`config.mk`:
```
export PLATFORM = sky130hd
export DESIGN_NAME = sid_bus_writer_flat
export DESIGN_NICKNAME = d
export VERILOG_FILES = /design/src/rtl/sid_bus_writer_if.sv /design/src/rtl/sid_bus_writer.sv /design/src/flat_wrapper.sv
export SDC_FILE = /design/constraint.sdc
export NUM_CORES = 1
export LEC_CHECK = 0
export CAP_MARGIN = 0
export CELL_PAD_IN_SITES_DETAIL_PLACEMENT = 0
export CELL_PAD_IN_SITES_GLOBAL_PLACEMENT = 1
export CORE_MARGIN = 3
export CORE_UTILIZATION = 46
export DETAILED_ROUTE_END_ITERATION = 10
export DONT_BUFFER_PORTS = 1
export GPL_ROUTABILITY_DRIVEN = 1
export PLACE_DENSITY_LB_ADDON = 0.1
export SLEW_MARGIN = 5
export SYNTH_ARGS = -nofsm -noshare
export SYNTH_HDL_FRONTEND = slang
export SYNTH_SLANG_ARGS = --single-unit
```
`constraint.sdc`:
```
create_clock -name clk -period 2.8 [get_ports clk]
set_input_delay 0.14 -clock clk [delete_from_list [all_inputs] [get_ports clk]]
set_output_delay 0.14 -clock clk [all_outputs]
set_load 0.02 [all_outputs]
```
`src/rtl/sid_bus_writer_if.sv`:
```
// Request handshake and SID bus signals of sid_bus_writer.
// slave = the bus writer itself, master = the request side that drives it.
interface sid_bus_writer_if;
  logic       req_valid;
  logic       req_ready;
  logic [4:0] req_addr;
  logic [7:0] req_data;
  logic       req_rw;
  logic [7:0] rd_data;
  logic       rd_valid;
  logic       sid_clk;
  logic       sid_res_n;
  logic       sid_cs_n;
  logic       sid_rw;
  logic [4:0] sid_addr;
  logic [7:0] sid_data_o;
  logic       sid_data_oe;
  logic [7:0] sid_data_i;
  logic       busy;

  modport slave (
    input  req_valid, req_addr, req_data, req_rw, sid_data_i,
    output req_ready, rd_data, rd_valid, sid_clk, sid_res_n, sid_cs_n,
           sid_rw, sid_addr, sid_data_o, sid_data_oe, busy
  );

  modport master (
    output req_valid, req_addr, req_data, req_rw, sid_data_i,
    input  req_ready, rd_data, rd_valid, sid_clk, sid_res_n, sid_cs_n,
           sid_rw, sid_addr, sid_data_o, sid_data_oe, busy
  );
endinterface

```
`src/rtl/sid_bus_writer.sv`:
```
// SID bus writer: generates phi2, holds the SID in reset, then issues queued register
// accesses as phi2-aligned bus cycles. Define SID_READ_EN to enable read cycles.
module sid_bus_writer #(
  parameter int SYS_CLK      = 20000000,
  parameter int CLK_OUT      = 1000000,
  parameter int FIFO_DEPTH   = 4,
  parameter int RESET_CYCLES = 16
) (
  input logic             clk,
  input logic             rst,
  sid_bus_writer_if.slave bus
);
  localparam int DIV = SYS_CLK / CLK_OUT;
  localparam int CW  = $clog2(DIV);
  localparam int AW  = $clog2(FIFO_DEPTH);
  localparam int RCW = $clog2(RESET_CYCLES + 1);
  localparam logic [CW-1:0]  CNT_HALF  = CW'(DIV / 2);
  localparam logic [CW-1:0]  CNT_LAST  = CW'(DIV - 1);
  localparam logic [RCW-1:0] RISE_DONE = RCW'(RESET_CYCLES);

  if ((DIV % 2) != 0 || DIV < 4) begin : g_bad_div
    $error("sid_bus_writer: SYS_CLK/CLK_OUT must be even and >= 4");
  end
  if (FIFO_DEPTH < 2 || (FIFO_DEPTH & (FIFO_DEPTH - 1)) != 0) begin : g_bad_depth
    $error("sid_bus_writer: FIFO_DEPTH must be a power of 2, >= 2");
  end
  if (RESET_CYCLES < 10) begin : g_bad_reset
    $error("sid_bus_writer: RESET_CYCLES must be >= 10");
  end

  typedef enum logic [2:0] {ST_RESET, ST_IDLE, ST_SETUP, ST_STROBE, ST_HOLD} state_e;

  typedef struct packed {
    logic       rw;
    logic [4:0] addr;
    logic [7:0] data;
  } req_t;

  state_e         state_q, state_d;
  logic [CW-1:0]  cnt_q, cnt_d;
  logic [RCW-1:0] rise_q, rise_d;
  logic           sid_clk_q, sid_clk_d;
  logic           res_n_q, res_n_d;
  logic           cs_n_q, cs_n_d;
  logic           rw_q, rw_d;
  logic [4:0]     addr_q, addr_d;
  logic [7:0]     data_o_q, data_o_d;
  logic           oe_q, oe_d;
  logic [7:0]     rd_data_q, rd_data_d;
  logic           rd_valid_q, rd_valid_d;
  logic           req_ready_q, req_ready_d;
  logic           busy_q, busy_d;
  logic [AW:0]    wr_ptr_q, wr_ptr_d, rd_ptr_q, rd_ptr_d;
  logic           push, pop, empty_q, empty_d, full_d;
  req_t           head;
  req_t           mem [FIFO_DEPTH];

  // Every "at cnt==N" event fires on the edge where cnt becomes N, so bus
  // outputs change together with the phi2 edge they belong to.
  always_comb begin
    cnt_d     = (cnt_q == CNT_LAST) ? '0 : cnt_q + 1'b1;
    sid_clk_d = (cnt_d >= CNT_HALF);
  end

  assign push    = bus.req_valid && req_ready_q;
  assign empty_q = (wr_ptr_q == rd_ptr_q);
  assign head    = mem[rd_ptr_q[AW-1:0]];

  always_comb begin
    wr_ptr_d    = wr_ptr_q + {{AW{1'b0}}, push};
    rd_ptr_d    = rd_ptr_q + {{AW{1'b0}}, pop};
    empty_d     = (wr_ptr_d == rd_ptr_d);
    full_d      = (wr_ptr_d[AW] != rd_ptr_d[AW]) && (wr_ptr_d[AW-1:0] == rd_ptr_d[AW-1:0]);
    req_ready_d = !full_d;
    busy_d      = !empty_d || (state_d != ST_IDLE);
  end

  always_comb begin
    // NOTE: every output gets a default first so no path can infer a latch.
    state_d    = state_q;
    rise_d     = rise_q;
    res_n_d    = res_n_q;
    cs_n_d     = cs_n_q;
    rw_d       = rw_q;
    addr_d     = addr_q;
    data_o_d   = data_o_q;
    oe_d       = oe_q;
    rd_data_d  = rd_data_q;
    rd_valid_d = 1'b0;
    pop        = 1'b0;
    unique case (state_q)
      ST_RESET: begin
        if (cnt_q == CNT_HALF - 1'b1 && rise_q != RISE_DONE) rise_d = rise_q + 1'b1;
        if (cnt_d == '0 && rise_q == RISE_DONE) begin
          res_n_d = 1'b1;
          state_d = ST_IDLE;
        end
      end
      ST_IDLE: begin
        if (cnt_d == '0 && !empty_q) begin
          pop     = 1'b1;
          addr_d  = head.addr;
          state_d = ST_SETUP;
`ifdef SID_READ_EN
          rw_d = head.rw;
          oe_d = !head.rw;
          if (!head.rw) data_o_d = head.data;
`else
          rw_d     = 1'b0;
          oe_d     = 1'b1;
          data_o_d = head.data;
`endif
        end
      end
      ST_SETUP: begin
        if (cnt_d == CNT_HALF) begin
          cs_n_d  = 1'b0;
          state_d = ST_STROBE;
        end
      end
      ST_STROBE: begin
`ifdef SID_READ_EN
        // The SID drives read data until phi2 falls; take it in the last clk of phi2 high.
        if (cnt_q == CNT_LAST && rw_q) begin
          rd_data_d  = bus.sid_data_i;
          rd_valid_d = 1'b1;
        end
`endif
        if (cnt_d == '0) begin
          cs_n_d  = 1'b1;
          state_d = ST_HOLD;
        end
      end
      ST_HOLD: begin
        oe_d    = 1'b0;
        rw_d    = 1'b1;
        state_d = ST_IDLE;
      end
      default: state_d = ST_RESET;
    endcase
  end

`ifndef SID_READ_EN
  logic unused_read_path;
  assign unused_read_path = ^{bus.sid_data_i, head.rw};
`endif

  // NOTE: FIFO storage is not reset; the pointers alone define which entries are valid.
  always_ff @(posedge clk) begin
    if (push) mem[wr_ptr_q[AW-1:0]] <= req_t'{rw: bus.req_rw, addr: bus.req_addr, data: bus.req_data};
  end

  always_ff @(posedge clk) begin
    if (rst) begin
      state_q     <= ST_RESET;
      cnt_q       <= '0;
      rise_q      <= '0;
      sid_clk_q   <= 1'b0;
      res_n_q     <= 1'b0;
      cs_n_q      <= 1'b1;
      rw_q        <= 1'b1;
      addr_q      <= '0;
      data_o_q    <= '0;
      oe_q        <= 1'b0;
      rd_data_q   <= '0;
      rd_valid_q  <= 1'b0;
      req_ready_q <= 1'b0;
      busy_q      <= 1'b0;
      wr_ptr_q    <= '0;
      rd_ptr_q    <= '0;
    end else begin
      state_q     <= state_d;
      cnt_q       <= cnt_d;
      rise_q      <= rise_d;
      sid_clk_q   <= sid_clk_d;
      res_n_q     <= res_n_d;
      cs_n_q      <= cs_n_d;
      rw_q        <= rw_d;
      addr_q      <= addr_d;
      data_o_q    <= data_o_d;
      oe_q        <= oe_d;
      rd_data_q   <= rd_data_d;
      rd_valid_q  <= rd_valid_d;
      req_ready_q <= req_ready_d;
      busy_q      <= busy_d;
      wr_ptr_q    <= wr_ptr_d;
      rd_ptr_q    <= rd_ptr_d;
    end
  end

  assign bus.req_ready   = req_ready_q;
  assign bus.rd_data     = rd_data_q;
  assign bus.rd_valid    = rd_valid_q;
  assign bus.sid_clk     = sid_clk_q;
  assign bus.sid_res_n   = res_n_q;
  assign bus.sid_cs_n    = cs_n_q;
  assign bus.sid_rw      = rw_q;
  assign bus.sid_addr    = addr_q;
  assign bus.sid_data_o  = data_o_q;
  assign bus.sid_data_oe = oe_q;
  assign bus.busy        = busy_q;
endmodule
```
`src/flat_wrapper.sv`:
```
// flat-port wrapper written by rule: the top's interface ports become plain ports
module sid_bus_writer_flat 
#(
  parameter int SYS_CLK      = 20000000,
  parameter int CLK_OUT      = 1000000,
  parameter int FIFO_DEPTH   = 4,
  parameter int RESET_CYCLES = 16
)
  (clk, rst, bus_req_valid, bus_req_addr, bus_req_data, bus_req_rw, bus_sid_data_i, bus_req_ready, bus_rd_data, bus_rd_valid, bus_sid_clk, bus_sid_res_n, bus_sid_cs_n, bus_sid_rw, bus_sid_addr, bus_sid_data_o, bus_sid_data_oe, bus_busy);
  sid_bus_writer_if bus_i ();
  input logic clk;
  input logic rst;
  input wire logic [$bits(bus_i.req_valid)-1:0] bus_req_valid;
  input wire logic [$bits(bus_i.req_addr)-1:0] bus_req_addr;
  input wire logic [$bits(bus_i.req_data)-1:0] bus_req_data;
  input wire logic [$bits(bus_i.req_rw)-1:0] bus_req_rw;
  input wire logic [$bits(bus_i.sid_data_i)-1:0] bus_sid_data_i;
  output wire logic [$bits(bus_i.req_ready)-1:0] bus_req_ready;
  output wire logic [$bits(bus_i.rd_data)-1:0] bus_rd_data;
  output wire logic [$bits(bus_i.rd_valid)-1:0] bus_rd_valid;
  output wire logic [$bits(bus_i.sid_clk)-1:0] bus_sid_clk;
  output wire logic [$bits(bus_i.sid_res_n)-1:0] bus_sid_res_n;
  output wire logic [$bits(bus_i.sid_cs_n)-1:0] bus_sid_cs_n;
  output wire logic [$bits(bus_i.sid_rw)-1:0] bus_sid_rw;
  output wire logic [$bits(bus_i.sid_addr)-1:0] bus_sid_addr;
  output wire logic [$bits(bus_i.sid_data_o)-1:0] bus_sid_data_o;
  output wire logic [$bits(bus_i.sid_data_oe)-1:0] bus_sid_data_oe;
  output wire logic [$bits(bus_i.busy)-1:0] bus_busy;
  assign bus_i.req_valid = bus_req_valid;
  assign bus_i.req_addr = bus_req_addr;
  assign bus_i.req_data = bus_req_data;
  assign bus_i.req_rw = bus_req_rw;
  assign bus_i.sid_data_i = bus_sid_data_i;
  assign bus_req_ready = bus_i.req_ready;
  assign bus_rd_data = bus_i.rd_data;
  assign bus_rd_valid = bus_i.rd_valid;
  assign bus_sid_clk = bus_i.sid_clk;
  assign bus_sid_res_n = bus_i.sid_res_n;
  assign bus_sid_cs_n = bus_i.sid_cs_n;
  assign bus_sid_rw = bus_i.sid_rw;
  assign bus_sid_addr = bus_i.sid_addr;
  assign bus_sid_data_o = bus_i.sid_data_o;
  assign bus_sid_data_oe = bus_i.sid_data_oe;
  assign bus_busy = bus_i.busy;
  sid_bus_writer #(.SYS_CLK(SYS_CLK), .CLK_OUT(CLK_OUT), .FIFO_DEPTH(FIFO_DEPTH), .RESET_CYCLES(RESET_CYCLES)) u_core (.clk(clk), .rst(rst), .bus(bus_i));
endmodule
```
-- Word level (Yosys, flattened, before mapping)
Memory sizes are Yosys's and may differ from the RTL's. A register that Yosys moved wholly into a read port is not among the register bits.
Cells that the tools add are included.
- equality and inequality tests: 17
- bitwise logic cells: 0
- reduce and logical (&&, ||, !) cells: 18
- add/subtract/negate cells: 4
- multiply operators: 0
- $lt $le $gt $ge: 1
- mux-type cells: 17
- div/mod/pow operators: 0
- shifts and indexed selects: 0
- operators with widths (cell ; count):
    $pmux W3 S5 ; 1
    $mux W3 ; 4
    $add A5 B1 Y5 const B ; 2
    $eq A5 B4 Y1 const B ; 2
    $eq A5 B5 Y1 const B ; 2
    $mux W1 ; 8
    $reduce_and A2 Y1 ; 4
    $add A3 B1 Y3 ; 2
    $eq A3 B2 Y1 const B ; 2
    $eq A3 B3 Y1 ; 2
    $ne A2 B1 Y1 const B ; 3
    $pmux W1 S2 ; 3
    $ge A5 B4 Y1 const B ; 1
    $logic_and A1 B1 Y1 ; 5
    $logic_not A5 Y1 ; 1
    $mux W5 ; 1
    $ne A5 B5 Y1 const B ; 1
    $reduce_bool A2 Y1 ; 2
    $eq A3 B1 Y1 const B ; 1
    $eq A3 B3 Y1 const B ; 1
    $logic_not A1 Y1 ; 3
    $logic_not A3 Y1 ; 1
    $ne A3 B1 Y1 const B ; 1
    $reduce_and A3 Y1 ; 1
    other kinds (3) ; 3
- input port bits: 25
- bits in registers: 26
- word-level logic and storage cells: 70
- ROM bits: 0
- RAM bits: 56
- memories kept: 1
- output and inout port bits: 29
- latch bits: 0
- memory list (name ; depth ; width ; rd ports ; clocked after memory_dff ; wr ports ; line ; text):
    u_core.mem ; 4 ; 14 ; 1 ; 1 ; 1 ; sid_bus_writer.sv:56 ; req_t mem [FIFO_DEPTH];

-- Longest topological paths before layout
Gate-level depths: netlist of run 1.
- word-level depth: 10
- mapped depth: 16
- mapped depth without buffers: 14

-- Worst setup path before layout of run 1
No wires, ideal clock.
- kind: flip-flop to flip-flop
- from: register u_core.cnt_q[0]
- to: register u_core.busy_q (netlist: u_core.bus.busy)
- clock period less this slack: 2926 ps
- data required time: 2666 ps
- path slack: -126 ps
- library setup time: 134 ps
- data arrival time: 2792 ps
- cell stages (with the launch flop): 15
- buffers on the path: 2
- cell sequence: dfxtp_1 ha_1 and4b_4 o31a_1 buf_6 nand4_4 buf_6 inv_1 ha_1 ha_1 xnor2_1 xnor2_1 nand2_1 a311oi_1 a31oi_1
- longest elaborated chain between the ends: 10
- elaborated cells on any way between the ends: 19
- those cells by class: 2 x add/sub; 4 x eq/ne; 8 x mux; 5 x reduce/logical
- RTL lines (what ; line ; text):
    start: declaration ; sid_bus_writer.sv:40 ; logic [CW-1:0] cnt_q, cnt_d;
    start signal: assignment ; sid_bus_writer.sv:173 ; cnt_q <= cnt_d;
    $add A5 B1 Y5 or $eq A5 B5 Y1 (tied branches) ; sid_bus_writer.sv:61 ; cnt_d = (cnt_q == CNT_LAST) ? '0 : cnt_q + 1'b1;
    $mux W5 (*) ; sid_bus_writer.sv:61 ;
    $logic_not A5 Y1 (*) ; sid_bus_writer.sv:100 ; if (cnt_d == '0 && !empty_q) begin
    $logic_and A1 B1 Y1 (*) ; sid_bus_writer.sv:100 ;
    $mux W1 (*) ; sid_bus_writer.sv:100 ;
    $mux W1 (*) ; sid_bus_writer.sv:91 ; unique case (state_q)
    named net u_core.pop ; sid_bus_writer.sv:54 ; logic push, pop, empty_q, empty_d, full_d;
    $add A3 B1 Y3 (*) ; sid_bus_writer.sv:71 ; rd_ptr_d = rd_ptr_q + {{AW{1'b0}}, pop};
    $eq A3 B3 Y1 (*) ; sid_bus_writer.sv:72 ; empty_d = (wr_ptr_d == rd_ptr_d);
    $logic_not A1 Y1 (*) ; sid_bus_writer.sv:75 ; busy_d = !empty_d || (state_d != ST_IDLE);
    $logic_or A1 B1 Y1 (*) ; sid_bus_writer.sv:75 ;
    end signal: assignment ; sid_bus_writer.sv:185 ; busy_q <= busy_d;
    end: declaration ; sid_bus_writer.sv:52 ; logic busy_q, busy_d;
The timed path passes the listed nets; every way through them passes the cells marked *.
A chain may end at the register's enable or synchronous reset.

-- Worst setup path after layout of run 1
- from: register u_core.cnt_q[1]
- to: register u_core.busy_q (netlist: u_core.bus.busy)
- longest elaborated chain between the ends: 10
- elaborated cells on any way between the ends: 19
- those cells by class: 2 x add/sub; 4 x eq/ne; 8 x mux; 5 x reduce/logical
- RTL lines (what ; line ; text):
    $add A5 B1 Y5 or $eq A5 B5 Y1 (tied branches) ; sid_bus_writer.sv:61 ;
    $mux W5 (*) ; sid_bus_writer.sv:61 ;
    $logic_not A5 Y1 (*) ; sid_bus_writer.sv:100 ;
    $logic_and A1 B1 Y1 (*) ; sid_bus_writer.sv:100 ;
    $mux W1 (*) ; sid_bus_writer.sv:100 ;
    $mux W1 (*) ; sid_bus_writer.sv:91 ;
    named net u_core.pop ; sid_bus_writer.sv:54 ;
    $add A3 B1 Y3 (*) ; sid_bus_writer.sv:71 ;
    named net u_core.rd_ptr_d[1] ; sid_bus_writer.sv:53 ; logic [AW:0] wr_ptr_q, wr_ptr_d, rd_ptr_q, rd_ptr_d;
    $eq A3 B3 Y1 (*) ; sid_bus_writer.sv:72 ;
    $logic_not A1 Y1 (*) ; sid_bus_writer.sv:75 ;
    $logic_or A1 B1 Y1 (*) ; sid_bus_writer.sv:75 ;
Marked as above.

==> impl_metrics.env, run 1 <==
export IMPL_run_status="finished clean"
export IMPL_setup_viol_count_final=0
export IMPL_place_gp_congestion=0.7720
export IMPL_final_setup_tns_ns=0
export IMPL_grt_antenna_before_repair=0
export IMPL_final_fill_count=654
export IMPL_synth_top_cells_by_count="52 x sky130_fd_sc_hd__edfxtp_1, 39 x sky130_fd_sc_hd__dfxtp_1, 29 x sky130_fd_sc_hd__nor2_1, 15 x sky130_fd_sc_hd__mux2i_1"
export IMPL_cellPowerDensity_nw_per_um2=565.5
export IMPL_routed_wire_length_per_instance_um=16.10
export IMPL_synth_top_cell_area_share=0.4112
export IMPL_tritoncts_num_sinks=91
export IMPL_drt_pre_antenna_iters=4
export IMPL_layout_core_utilization=0.5508
export IMPL_post_route_min_period_ns=2.587
export IMPL_post_synth_top_area_cell="sky130_fd_sc_hd__edfxtp_1"
export IMPL_first_global_vias=2086
export IMPL_yosysWarningCount=0
export IMPL_die_area_sq_um=9382
export IMPL_final_layout_size_suffix_gt1_frac=0.2058
export IMPL_critical_path_peak_fanout=5
export IMPL_tritoncts="done"
export IMPL_max_clock_freq_mhz=386.6
export IMPL_dp_final_hpwl_um=4301
export IMPL_dpl_cell_area_sq_um=3939
export IMPL_grt_setup_unrepaired="false"
export IMPL_drt_total_wl_um=6649
export IMPL_worst_setup_path_end_kind="flip-flop"
export IMPL_wire_length_of_the_first_global_routing_pass_um=10710
export IMPL_remaining_antenna_violation_count_after_routing=0
export IMPL_floorplan_die_width_um=96.86
export IMPL_cts_htree_levels=3
export IMPL_die_h_um=96.86
export IMPL_row_count=32
export IMPL_synth_edf_count=52
export IMPL_worstPathArrival_ns=2.83
export IMPL_fin_skew_ns=0.006772
export IMPL_vias_per_cell=5.162
export IMPL_max_clock_path_buffers=2
export IMPL_timing_max_transition_violations_final=0
export IMPL_max_slew_margin=0.5441
export IMPL_regToRegSetupSlack_ns=0.21
export IMPL_synth_cell_types=44
export IMPL_groute_usage_overall=0.1478
export IMPL_global_route_overflow_total=0
export IMPL_drt_initial_drc_count=59
export IMPL_timing_hold_worst_class="primary input to flip-flop"
export IMPL_postSynthRegisterBits=91
export IMPL_cap_violations=0
export IMPL_post_synth_top_count_cell="sky130_fd_sc_hd__edfxtp_1"
export IMPL_syn_inst=281
export IMPL_final_design_area_no_fill_sq_um=4344
export IMPL_synth_top_cells_by_area="sky130_fd_sc_hd__edfxtp_1 41%, sky130_fd_sc_hd__dfxtp_1 21%, sky130_fd_sc_hd__mux4_2 7.7%, sky130_fd_sc_hd__mux2i_1 4.0%, sky130_fd_sc_hd__nor2_1 2.9%"
export IMPL_antennaDiodeCount=0
export IMPL_ys_dominant_reg_cell="sky130_fd_sc_hd__edfxtp_1"
export IMPL_worst_slew_pin_transition_ns=0.6839
export IMPL_cts_reportedPaths_clkPinSlew_ns=0.10
export IMPL_peakVddDrop_v=0.0003825
export IMPL_floorplan_initialDensity=0.4814
export IMPL_timing_final_hold_violations=0
export IMPL_placeableCoreArea_sq_um=7888
export IMPL_grt_start_max_net_pins=36
export IMPL_area_growth_synth_to_final_pct=14.40
export IMPL_timing_critical_path_required_ns=3.04
export IMPL_power_static_leakage_nw=1.645
export IMPL_clock_insertion_delay_worst_skew_ns=0.35
export IMPL_syn_avg_cell_area_sq_um=13.51
export IMPL_criticalPathCategory="flip-flop to flip-flop"
export IMPL_critPathLaunchType="flip-flop"
export IMPL_final_nets=339
export IMPL_asyncSetResetFlopFracSynth=0
export IMPL_dr_total_vias=2132
export IMPL_number_of_cts_inserted_buffers=9
export IMPL_ioPinCount=54
export IMPL_mappedNetlistArea_sq_um=3797
export IMPL_synth_yosys_seq_area_share=0.6168
export IMPL_drc=0
export IMPL_cts_root_buf="sky130_fd_sc_hd__clkbuf_8"
export IMPL_finalCritPeriodShare=0.9238
export IMPL_portBuffers=0
==> metrics by stage <==
| stage | hold WS (ns) | std cells | total power [mW] | worst slack (ns) |
|---|---|---|---|---|
| 6_report | 0.07050 | 413 | 2.457 | 0.2133 |
| 5_1_grt | 0.06251 | 413 | 2.571 | 0.007405 |
| 4_1_cts | 0.05737 | 411 | 2.481 | 0.1229 |
| 3_5_place_dp | 0.2167 | 381 | 1.588 | 0.1355 |
| 3_3_place_gp | 0.2149 | 381 | 1.588 | 0.1880 |
| 2_1_floorplan | 0.2389 | 289 | 1.577 | 0.02106 |
==> critical path: stages (launching register included) <==
cell,delay (ns)
sky130_fd_sc_hd__dfxtp_2,0.35
sky130_fd_sc_hd__inv_1,0.07
sky130_fd_sc_hd__ha_4,0.29
sky130_fd_sc_hd__nand4b_1,0.12
sky130_fd_sc_hd__a21oi_2,0.15
sky130_fd_sc_hd__o31a_1,0.21
sky130_fd_sc_hd__nand4_4,0.11
sky130_fd_sc_hd__inv_1,0.08
sky130_fd_sc_hd__ha_2,0.18
sky130_fd_sc_hd__ha_4,0.21
sky130_fd_sc_hd__xor2_2,0.17
sky130_fd_sc_hd__nor2_1,0.10
sky130_fd_sc_hd__nand2_1,0.08
sky130_fd_sc_hd__a311oi_2,0.24
sky130_fd_sc_hd__a31oi_1,0.11
==> cell families after synthesis <==
group                      share of synthesized area
DFF                                           0.6168
and+or+nand+nor                               0.1213
buffers and inverters                        0.04843
muxes                                         0.1166
AOI/OAI and AO/OA                            0.03756
xor gates and xnor gates                     0.03196
adders and majority gates                    0.02636
other                                      0.0009875
==> routing by layer <==
metal / GRT usage / routed length, um / vias to the layer above
met4: 0.06479 / 119 / 0
met2: 0.2351 / 3250 / 49
met3: 0.03821 / 324 / 11
met1: 0.1911 / 2953 / 1032
li1: - / - / 1040
met5: 0 / 0 / -
==> area by class of cell <==
type / instances / area [sq um] / share of cell area
Inverter: 9 / 33.78 / 0.007776
Clock inverter: 7 / 75.07 / 0.01728
Multi-Input combinational cell: 166 / 1376 / 0.3168
Timing Repair Buffer: 29 / 262.8 / 0.06048
Clock buffer: 9 / 123.9 / 0.02851
Tap cell: 102 / 127.6 / 0.02938
Sequential cell: 91 / 2345 / 0.5397
==> power by group <==
part           switching, mW  internal, mW  total (mW)
Combinational         0.0815        0.0664       0.148
Sequential            0.0143          1.44        1.45
Clock                  0.508         0.352       0.859
==> state kept, by name, indices dropped and copies added (netlist names), 3 cells and up <==
signal / count
u_core.state_q: 3
u_core.rd_ptr_q: 3
u_core.bus.sid_data_o: 8
u_core.mem: 52
u_core.bus.sid_addr: 5
u_core.rise_q: 5
u_core.wr_ptr_q: 3
u_core.cnt_q: 5
==> layout by cell type, fill, tap and decap left out, types with 4 or more instances in the layout <==
cell,n
sky130_fd_sc_hd__nand3_1,6
sky130_fd_sc_hd__edfxtp_1,52
sky130_fd_sc_hd__clkbuf_8,9
sky130_fd_sc_hd__nand4_1,4
sky130_fd_sc_hd__ha_1,5
sky130_fd_sc_hd__mux2i_1,15
sky130_fd_sc_hd__dlygate4sd3_1,13
sky130_fd_sc_hd__a21oi_1,8
sky130_fd_sc_hd__dfxtp_1,37
sky130_fd_sc_hd__mux4_2,13
sky130_fd_sc_hd__nand2_1,13
sky130_fd_sc_hd__inv_1,9
sky130_fd_sc_hd__nor2b_1,7
sky130_fd_sc_hd__conb_1,9
sky130_fd_sc_hd__buf_4,15
sky130_fd_sc_hd__nor2_1,29
sky130_fd_sc_hd__xor2_1,7
sky130_fd_sc_hd__o21ai_0,5
sky130_fd_sc_hd__nor3_1,5
==> timing repair <==
| item | 4_1_cts | 5_1_grt |
|---|---|---|
| resized for setup | 0 | 7 |
| hold endpoints to repair | 88 | 0 |
| hold buffers | 14 | 0 |
| setup buffers | 0 | 2 |
| setup endpoints to repair | 0 | 1 |
==> path summary, 6_finish.rpt <==
check                                        end  cells after the start                           from
max                   u_core.bus.busy$_SDFF_PP0_                     14     u_core.cnt_q[1]$_SDFF_PP0_
min          u_core.bus.sid_data_oe$_SDFFE_PP0P_                      2                            rst
max reg2reg           u_core.bus.busy$_SDFF_PP0_                     14     u_core.cnt_q[1]$_SDFF_PP0_
min reg2reg        u_core.rise_q[4]$_SDFFE_PP0P_                      2  u_core.rise_q[4]$_SDFFE_PP0P_
(Power assumes the default switching activity.)
==> run 2, diff against run 1 <==
--- a/config.mk
+++ b/config.mk
@@ -8,6 +8,7 @@
 export CAP_MARGIN = 0
 export CELL_PAD_IN_SITES_DETAIL_PLACEMENT = 0
 export CELL_PAD_IN_SITES_GLOBAL_PLACEMENT = 1
+export CORE_ASPECT_RATIO = 1.1
 export CORE_MARGIN = 3
 export CORE_UTILIZATION = 46
 export DETAILED_ROUTE_END_ITERATION = 10
==> run 2 against run 1 <==
Effect of this change: clock power is 2% higher; final cell count is 1.5% higher; first-iteration DRC count is 44% higher; routed wire length is 0.30% lower; critical endpoint unchanged; largest power group unchanged.
==> impl_metrics.env, run 2 (synthesis results as in run 1) <==
export IMPL_first_global_vias=2074
export IMPL_grt_start_max_net_pins=36
export IMPL_netSwitchingPower_mw=0.6134
export IMPL_worstPathArrival_ns=2.86
export IMPL_drc=0
export IMPL_power_static_leakage_nw=1.651
export IMPL_peakVddDrop_v=0.0003317
export IMPL_worst_r2r_endpoint="u_core.bus.busy$_SDFF_PP0_"
export IMPL_final_cell_mix="52 x sky130_fd_sc_hd__edfxtp_1, 36 x sky130_fd_sc_hd__dfxtp_1, 29 x sky130_fd_sc_hd__nor2_1, 15 x sky130_fd_sc_hd__mux2i_1, 15 x sky130_fd_sc_hd__buf_4"
export IMPL_setup_viol_count_final=0
export IMPL_area_sequential_sq_um=2346
export IMPL_critPathLaunchType="flip-flop"
export IMPL_final_common_cell="sky130_fd_sc_hd__edfxtp_1"
export IMPL_tritoncts_num_sinks=91
export IMPL_run_status="finished clean"
export IMPL_portBuffers=0
export IMPL_final_setup_tns_ns=0
export IMPL_critical_path_cell_chain="inv_1 > ha_4 > and4b_4 > o31a_1 > nand4_4 > inv_1 > ha_1 > ha_1 > xnor2_2 > xnor2_1 > nand2_1 > a311oi_2 > a31oi_1"
export IMPL_wire_length_of_the_first_global_routing_pass_um=10540
export IMPL_tritoncts="done"
export IMPL_critical_path_max_stage_delay_ns=0.36
export IMPL_worst_setup_path_end_kind="flip-flop"
export IMPL_cts_reportedPaths_clkPinSlew_ns=0.10
export IMPL_ioPinCount=54
export IMPL_drt_pre_antenna_iters=4
export IMPL_pwr_share_comb=0.059
export IMPL_area_growth_synth_to_final_pct=13.94
export IMPL_path_delay_family="adder cells"
export IMPL_switching_share=0.2485
export IMPL_timing_final_hold_violations=0
export IMPL_setup_slack_ns=0.1816
export IMPL_final_nets=339
export IMPL_place_ws_ns=0.1572
export IMPL_remaining_antenna_violation_count_after_routing=0
export IMPL_groute_usage_overall=0.1497
export IMPL_cap_violations=0
export IMPL_die_h_um=101.3
export IMPL_drt_total_wl_um=6629
export IMPL_placeableCoreArea_sq_um=7955
export IMPL_worst_slew_pin_transition_ns=0.7347
export IMPL_post_route_min_period_ns=2.618
export IMPL_multi_input_area_sq_um=1349
export IMPL_dr_total_vias=2083
export IMPL_dp_final_hpwl_um=4368
export IMPL_cp_buffers_inverters=2
export IMPL_drt_initial_drc_count=85
export IMPL_final_fill_count=694
export IMPL_row_count=34
export IMPL_timing_critical_path_required_ns=3.04
export IMPL_number_of_cts_inserted_buffers=9
export IMPL_die_area_sq_um=9382
export IMPL_hold_ws_ns=0.07016
export IMPL_design_power_total_mw=2.469
export IMPL_intPower_mw=1.855
export IMPL_finalCritPeriodShare=0.9352
export IMPL_global_route_overflow_total=0
export IMPL_timing_max_transition_violations_final=0
export IMPL_p_seq_frac=0.588
export IMPL_worst_path_max_delay_cell="sky130_fd_sc_hd__dfxtp_2"
export IMPL_largest_register_ffs=52
export IMPL_timing_hold_worst_class="primary input to flip-flop"
export IMPL_antennaDiodeCount=0
export IMPL_regToRegSetupSlack_ns=0.18
export IMPL_holdPathStages=2
export IMPL_cellPowerDensity_nw_per_um2=570.5
export IMPL_clkPwrFrac=0.354
export IMPL_clock_insertion_delay_worst_skew_ns=0.36
export IMPL_timing_reg2reg_worst_path_depth=13
export IMPL_final_layout_size_suffix_gt1_frac=0.1994
export IMPL_critical_path_peak_fanout=7
export IMPL_criticalPathCategory="flip-flop to flip-flop"
export IMPL_worstHoldEndpoint="u_core.cnt_q[2]$_SDFF_PP0_"
export IMPL_routed_wire_length_per_instance_um=15.82
export IMPL_max_clock_path_buffers=2
export IMPL_max_clock_freq_mhz=381.9
export IMPL_fin_skew_ns=0.008635
export IMPL_max_slew_margin=0.5102
export IMPL_vias_per_cell=4.971
export IMPL_floorplan_initialDensity=0.4774
export IMPL_cts_htree_levels=3
export IMPL_critical_path_reg2reg_startpoint="u_core.cnt_q[1]$_SDFF_PP0_"
export IMPL_layout_core_utilization=0.5439
export IMPL_place_gp_congestion=0.7700
export IMPL_cts_root_buf="sky130_fd_sc_hd__clkbuf_8"
export IMPL_min_from="rst"
export IMPL_grt_antenna_before_repair=0
export IMPL_floorplan_die_width_um=92.63
-- run 2: cell types whose count changed in the layout (fill, tap and decap cells not counted) --
cell | previous run | this run
sky130_fd_sc_hd__dfxtp_1 | 37 | 36
sky130_fd_sc_hd__ha_1 | 5 | 6
sky130_fd_sc_hd__dfxtp_2 | 2 | 3
sky130_fd_sc_hd__ha_4 | 2 | 1
sky130_fd_sc_hd__inv_6 | 0 | 1
sky130_fd_sc_hd__xnor2_2 | 2 | 1
sky130_fd_sc_hd__xor2_1 | 7 | 8
sky130_fd_sc_hd__clkinvlp_4 | 1 | 0
sky130_fd_sc_hd__xnor2_1 | 2 | 3
sky130_fd_sc_hd__xor2_2 | 2 | 1
-- run 2: worst max-delay path by stage --
stage                                           from  cells after the start                         end
after floorplan           u_core.cnt_q[0]$_SDFF_PP0_                     14  u_core.bus.busy$_SDFF_PP0_
after global placement    u_core.cnt_q[1]$_SDFF_PP0_                     14  u_core.bus.busy$_SDFF_PP0_
after detailed placement  u_core.cnt_q[1]$_SDFF_PP0_                     14  u_core.bus.busy$_SDFF_PP0_
after CTS                 u_core.cnt_q[1]$_SDFF_PP0_                     14  u_core.bus.busy$_SDFF_PP0_
after global routing      u_core.cnt_q[1]$_SDFF_PP0_                     14  u_core.bus.busy$_SDFF_PP0_
final                     u_core.cnt_q[1]$_SDFF_PP0_                     13  u_core.bus.busy$_SDFF_PP0_
-- run 2: final cells by class --
type,count,share of cell area
clock buffers,9,0.02863
flip-flops and latches,91,0.5422
clock inverters,7,0.01764
repair buffers,29,0.06073
well taps,108,0.03123
inverters,9,0.007808
multi-input cells,166,0.3117
-- run 2: metal layers --
layer,track usage,vias to the layer above,share of wire
li1,-,1048,-
met1,0.1772,985,0.43
met2,0.2556,39,0.50
met3,0.04012,11,0.049
met4,0.07103,0,0.018
met5,0,-,0
-- run 2: per-stage QoR --
| stage | cells | instance area (sq um) |
|---|---|---|
| 2_1_floorplan | 289 | 3849 |
| 3_3_place_gp | 388 | 3954 |
| 3_5_place_dp | 388 | 3954 |
| 4_1_cts | 418 | 4304 |
| 5_1_grt | 419 | 4327 |
| 6_report | 419 | 4327 |
-- run 2: power by group through the flow --
stage | registers, mW | clock network (mW) | logic, mW
6_report | 1.45 | 0.873 | 0.145
5_1_grt | 1.45 | 0.952 | 0.160
4_1_cts | 1.45 | 0.899 | 0.142
3_5_place_dp | 1.48 | 0 | 0.109
3_3_place_gp | 1.48 | 0 | 0.109
2_1_floorplan | 1.48 | 0 | 0.0995
-- run 2: timing repair --
action,4_1_cts,5_1_grt
hold buffers,14,0
buffers inserted,0,1
setup endpoints to repair,0,1
resized for setup,0,5
hold endpoints to repair,88,0
